[config.mk]
export PLATFORM = sky130hd
export DESIGN_NAME = fp_addsub_seq
export DESIGN_NICKNAME = d
export VERILOG_FILES = /design/src/rtl/fp_addsub_seq_pkg.sv /design/src/rtl/fp_addsub_seq_unpack.sv /design/src/rtl/fp_addsub_seq.sv
export SDC_FILE = /design/constraint.sdc
export NUM_CORES = 1
export LEC_CHECK = 0
export ABC_AREA = 1
export BUFFER_PORTS_ARGS = -buffer_cell sky130_fd_sc_hd__buf_4
export CAP_MARGIN = 20
export CORE_MARGIN = 10
export CORE_UTILIZATION = 32
export CTS_CLUSTER_DIAMETER = 200
export DETAILED_ROUTE_END_ITERATION = 16
export PLACE_DENSITY = 0.46
export SLEW_MARGIN = 40
export SYNTH_ARGS = -nofsm -noshare
export SYNTH_HDL_FRONTEND = slang
export SYNTH_SLANG_ARGS = --single-unit
[constraint.sdc]
create_clock -name Clk -period 5 [get_ports Clk]
set_clock_uncertainty 0.1 [all_clocks]
set_input_delay 0.75 -clock Clk [delete_from_list [all_inputs] [get_ports Clk]]
set_output_delay 0.75 -clock Clk [all_outputs]
set_load 0.03 [all_outputs]
[src/rtl/fp_addsub_seq_pkg.sv]
// Shared definitions for the sequential single-precision adder/subtractor:
// FSM states, IEEE-754 field constants and the internal significand width.
package fp_addsub_seq_pkg;

  typedef enum logic [2:0] {
    IDLE,
    ALIGN,
    ADD,
    NORM,
    PACK
  } state_t;

  localparam int EXP_BIAS  = 127;
  localparam int EXP_MAX   = 255;
  localparam int MANT_W    = 23;
  localparam int EXT_W     = 3;
  localparam int ALIGN_CAP = 26;

  // hidden bit + stored fraction + extension bits
  localparam int SIG_W = MANT_W + 1 + EXT_W;

endpackage

[src/rtl/fp_addsub_seq_unpack.sv]
// Splits a single-precision word into sign, exponent and an extended significand,
// flushing denormals to zero and inserting the hidden bit for normal numbers.
module fp_unpack
  import fp_addsub_seq_pkg::*;
(
  input  logic [31:0]      word,
  output logic             sign,
  output logic [7:0]       exp,
  output logic [SIG_W-1:0] mant,
  output logic             is_zero
);

  assign sign    = word[31];
  assign exp     = word[30:23];
  assign is_zero = (word[30:23] == 8'd0);
  assign mant    = is_zero ? '0 : {1'b1, word[MANT_W-1:0], {EXT_W{1'b0}}};

endmodule

[src/rtl/fp_addsub_seq.sv]
// Multi-cycle IEEE-754 single-precision add/subtract with one-bit-per-cycle
// alignment and normalisation, truncating (round-toward-zero) result.
module fp_addsub_seq
  import fp_addsub_seq_pkg::*;
#(
  parameter int DATAWIDTH = 32
) (
  input  logic                 Clk,
  input  logic                 Reset,
  input  logic                 start_i,
  input  logic                 op_i,
  input  logic [DATAWIDTH-1:0] data_iA,
  input  logic [DATAWIDTH-1:0] data_iB,
  output logic [DATAWIDTH-1:0] data_o,
  output logic                 busy_o,
  output logic                 done_o
);

  state_t state, state_next;

  logic                ua_sign, ub_sign, ua_zero, ub_zero;
  logic [7:0]          ua_exp, ub_exp;
  logic [SIG_W-1:0]    ua_mant, ub_mant;

  logic [7:0]          cap_exp_a, cap_exp_b, exp_diff;
  logic [SIG_W-1:0]    cap_mant_a, cap_mant_b;

  logic                sign_a, sign_b, sign_r;
  logic signed [9:0]   exp_a, exp_b, exp_r;
  logic [SIG_W-1:0]    mant_a, mant_b;
  logic [SIG_W:0]      sum, add_sum;
  logic                add_sign;
  logic [DATAWIDTH-1:0] packed_word;

  fp_unpack u_unpack_a (
    .word    (data_iA),
    .sign    (ua_sign),
    .exp     (ua_exp),
    .mant    (ua_mant),
    .is_zero (ua_zero)
  );

  fp_unpack u_unpack_b (
    .word    (data_iB),
    .sign    (ub_sign),
    .exp     (ub_exp),
    .mant    (ub_mant),
    .is_zero (ub_zero)
  );

  // Pre-cap a huge exponent gap so ALIGN never runs more than ALIGN_CAP shifts;
  // the far-smaller operand then contributes nothing.
  always_comb begin
    cap_exp_a  = ua_zero ? 8'd0 : ua_exp;
    cap_exp_b  = ub_zero ? 8'd0 : ub_exp;
    cap_mant_a = ua_mant;
    cap_mant_b = ub_mant;
    if (cap_exp_a >= cap_exp_b) begin
      exp_diff = cap_exp_a - cap_exp_b;
      if (exp_diff > 8'(ALIGN_CAP)) begin
        cap_exp_b  = cap_exp_a - 8'(ALIGN_CAP);
        cap_mant_b = '0;
      end
    end else begin
      exp_diff = cap_exp_b - cap_exp_a;
      if (exp_diff > 8'(ALIGN_CAP)) begin
        cap_exp_a  = cap_exp_b - 8'(ALIGN_CAP);
        cap_mant_a = '0;
      end
    end
  end

  always_comb begin
    add_sign = sign_a;
    add_sum  = '0;
    if (sign_a == sign_b) begin
      add_sum = {1'b0, mant_a} + {1'b0, mant_b};
    end else if (mant_a >= mant_b) begin
      add_sum = {1'b0, mant_a - mant_b};
    end else begin
      add_sum  = {1'b0, mant_b - mant_a};
      add_sign = sign_b;
    end
    if (add_sum == '0) add_sign = 1'b0;
  end

  always_comb begin
    if (sum == '0) begin
      packed_word = '0;
    end else if (exp_r >= $signed(10'(EXP_MAX))) begin
      packed_word = {sign_r, 8'hFF, {MANT_W{1'b0}}};
    end else if (exp_r <= 10'sd0) begin
      packed_word = {sign_r, {(DATAWIDTH-1){1'b0}}};
    end else begin
      packed_word = {sign_r, exp_r[7:0], sum[SIG_W-2:EXT_W]};
    end
  end

  always_ff @(posedge Clk or posedge Reset) begin
    if (Reset) state <= IDLE;
    else       state <= state_next;
  end

  always_comb begin
    state_next = state;
    case (state)
      IDLE:  if (start_i) state_next = ALIGN;
      ALIGN: if (exp_a == exp_b) state_next = ADD;
      ADD:   state_next = NORM;
      NORM:  if (!sum[SIG_W] && (sum == '0 || sum[SIG_W-1])) state_next = PACK;
      PACK:  state_next = IDLE;
      default: state_next = IDLE;
    endcase
  end

  assign busy_o = (state != IDLE);

  always_ff @(posedge Clk or posedge Reset) begin
    if (Reset) begin
      sign_a <= 1'b0;
      sign_b <= 1'b0;
      sign_r <= 1'b0;
      exp_a  <= '0;
      exp_b  <= '0;
      exp_r  <= '0;
      mant_a <= '0;
      mant_b <= '0;
      sum    <= '0;
      data_o <= '0;
      done_o <= 1'b0;
    end else begin
      done_o <= (state == PACK);
      case (state)
        IDLE: if (start_i) begin
          sign_a <= ua_sign;
          sign_b <= ub_sign ^ op_i;
          exp_a  <= $signed({2'b00, cap_exp_a});
          exp_b  <= $signed({2'b00, cap_exp_b});
          mant_a <= cap_mant_a;
          mant_b <= cap_mant_b;
        end
        ALIGN: begin
          if (exp_a < exp_b) begin
            mant_a <= mant_a >> 1;
            exp_a  <= exp_a + 10'sd1;
          end else if (exp_a > exp_b) begin
            mant_b <= mant_b >> 1;
            exp_b  <= exp_b + 10'sd1;
          end
        end
        ADD: begin
          sum    <= add_sum;
          sign_r <= add_sign;
          exp_r  <= exp_a;
        end
        NORM: begin
          if (sum[SIG_W]) begin
            sum   <= sum >> 1;
            exp_r <= exp_r + 10'sd1;
          end else if (sum != '0 && !sum[SIG_W-1]) begin
            sum   <= sum << 1;
            exp_r <= exp_r - 10'sd1;
          end
        end
        PACK: data_o <= packed_word;
        default: ;
      endcase
    end
  end

endmodule

==> summary by stage <==
Detailed routing
After detailed routing, the number of remaining DRC violations is 0. Once detail routing completed, the nets flagged for antenna violations numbered 0. The mean number of vias per cell is ~5.1. The routed layout has around 16000 vias. After detailed routing, the average wire length per cell comes to approximately 19 um.

For this block, the routed nets add up to approximately 58 mm of wire. The count of TritonRoute iterations in the first routing pass is 5. The iteration-0 DRC count of the detailed router is between 1000 and 1500.

Logic synthesis
The number of synthesis warnings is 0. The largest total area in the synthesized netlist belongs to dfrtp_1. The dominant synthesized flop cell is dfrtp_1. The post-synth net total is 2607. In the synthesized netlist the async set-or-reset flop fraction comes to 100%. The synthesized design contains approximately 150 register bits. The synthesized area divided by synthesized cell count is approximately 6.4 um2. The number of enable flip-flop cells after synthesis is 0. The area share of the leading cell type in the synthesized netlist is 24.5%. The sequential-to-total area share from yosys stat is 24.5%.

By area the synthesized netlist is led by dfrtp_1 (25%), nand2_1 (16%), ha_1 (9.4%), inv_1 (9.2%), a21oi_1 (5.6%). The post-synthesis instance area is roughly 15000 um2. The cell count after synthesis came out at 2418. The number of library cell types mapped by synthesis is 59.

Global route
The maximum number of pins on one net before global-route repair is 93. The first-pass GRT wire length is about 90 mm. For this run, the total global-route usage over all layers was measured as approximately a fifth. The number of antenna violations at the first check in global routing is 0. The via count of the first global-routing pass is between 15000 and 20000. The aggregate global routing overflow is 0.

Clock tree
TritonCTS built the clock tree. The clock transition time at the flip-flop clock pins of the worst setup and hold paths is around 80 ps. The clock drives around 150 sinks.

Counting the buffers created by CTS gives 17. The clock latency on the worst-skew pair is 510 ps. Clock tree synthesis selected as its root buffer the cell clkbuf_16. CTS built an H-tree with a depth of 4. The number of gates resized after CTS is 0. In this run, post-CTS hold repair placed 0 buffers. The largest buffer count on any clock path is 2. The post-CTS setup repair buffer count is 0.

Floorplanning
The number of rows created at floorplan is 80. The die outline height is 239 um. For this configuration, the core starts out at a cell density of 32.4%.

The die covers between 50000 and 60000 um2. The core region is around 48000 um2. The die is roughly 240 um wide. The number of ports placed on the die boundary is approximately 100.

Critical path
The kind of end point of the critical path is a flop. The launching element type of the critical path is a flop. The data required time at the worst endpoint is roughly 5300 ps. The setup path with the least slack is of type reg2reg. The launching instance or port of the critical path is mant_b[4]. In this run the worst path has a maximum fanout of 10. The beginning of the worst register-to-register path is mant_b[4].

The arrival time of data at the critical path endpoint is between 3000 and 4000 ps. The internal reg-to-reg setup slack is ~1400 ps.

Placed design
At the end of routability-driven placement, the weighted congestion stood at 0.992. The count of port buffers added during placement is a little over 100. After legalization and detailed placement, the total HPWL measured between 40 and 50 mm.

STA
The final critical delay including setup and external delays is 3620 ps. Setup repair after global routing left no endpoint under its margin. The slew at the pin closest to its max-slew limit is around 760 ps. The final-report setup violation count is 0.

The final-report hold violation count is 0. Timing would allow up to 276 MHz. Summed over all failing endpoints, the final setup total negative slack is 0 ps.

The share of the cycle needed by the critical path after routing is 72.4%. The remaining max-slew budget at the tightest pin is 49.2%. The final-report max-slew violation count came to 0.

Finish
The multi-input combinational cell area is about 9600 um2. Compared with the post-synthesis result, the final layout area differs by 11.3%. The final-stage net count is about 2600. The post-route netlist has about a tenth of its cells at a drive strength greater than 1. The count of filler cells inserted in the layout is roughly 5300. Leaving out fill and tap cells, the most frequent cell in the layout is nand2_1. In the layout the commonest cells are nand2_1 (660), inv_1 (376), nor2_1 (188), a21oi_1 (174), dfrtp_1 (150). The repair_antennas step left the layout with diodes totalling 0. The sequential cells in the finished layout cover a total of between 3000 and 4000 um2.

Outcome
The flow ran to the end, and the final reports show no timing, DRC or antenna violations.

Flow run
The reported max-cap violation count is 0.

Min path
The path class of the tightest hold or removal check is in2async.
cell type report:
cell class | count | area share, %
clock buffers | 17 | 2.48
clock inverters | 15 | 1.05
inverters | 395 | 8.69
multi-input cells | 1773 | 56.0
flip-flops and latches | 151 | 22.0
well taps | 615 | 4.49
repair buffers | 118 | 5.24
layer usage:
metal | part of all wire (%) | global-route usage (%) | wire length [um]
met1 | 48 | 28.4 | 28200
met2 | 44 | 31.9 | 25500
met3 | 5.7 | 3.42 | 3340
met4 | 2.1 | 6.15 | 1210
met5 | 0 | 0 | 0
Yosys cell counts (8+ instances only):
cell type and count:
a21oi_1 174, a21oi_2 11, a31oi_1 17, buf_2 12, buf_4 20, buf_6 9
clkbuf_1 54, dfrtp_1 151, ha_1 116, inv_1 378, inv_2 12, nand2_1 660
nand2_2 36, nand3_1 127, nand4_1 50, nor2_1 188, nor2_2 9, nor3_1 19
nor4_1 9, o211ai_1 13, o21ai_0 130, o21ai_1 14, o21bai_1 13, o221ai_1 15
o22ai_1 49, xnor2_1 8, xor2_1 45
path summary, 6_finish.rpt:
| check | to | depth (start not counted) |
|---|---|---|
| worst max-delay path | sign_r | 18 |
| worst min-delay path | exp_a[4] | 2 |
| worst max register to register | sign_r | 18 |
| worst min register to register | sum[0] | 2 |
| max in group asynchronous | sum[15] | 3 |
| min in group Clk | mant_a[19] | 3 |
critical path: stages (launching register included):
cell and delay [ps]:
dfrtp_1 480, ha_1 650, nand2_1 130, nor2_1 290
nand2_1 100, nand3_1 310, nand2_1 90, nand2_1 190
xor2_1 100, nand2_1 70, nand2_1 70, a21oi_1 390
nand2_1 90, nor2_1 130, nand2_1 60, nor2_1 80
nand2_1 60, nand2_1 50, nand2_1 40
metrics by stage:
step	utilization (%)	std cells	setup slack, ps	instance area, um2	hold WS (ps)
floorplan	-	2418	85.3	15400	349
global placement	34.7	3051	1340	16500	386
detailed placement	34.7	3052	1420	16500	390
CTS	36.0	3084	1450	17200	229
global route	36.0	3084	1110	17200	254
finish	36.0	3084	1380	17200	225
cells by family after synthesis:
group / count (synthesis) / synth area share (%)
fa+ha+maj: 121 / 10.1
flops: 151 / 24.5
mux: 1 / 0.0649
buf+inv: 494 / 13.2
simple gates: 1128 / 31.5
compound gates: 469 / 17.5
xor+xnor: 54 / 3.12
flip-flops by register name, indices dropped and copies added, names as in the netlist, 3 cells and up:
signal  flops
data_o     32
exp_a      10
exp_b      10
exp_r      10
mant_a     27
mant_b     27
state       3
sum        28
Power is left out: the tool's default activity adds up to more than one toggle a clock period on the data nets, which glitch-free logic cannot reach.
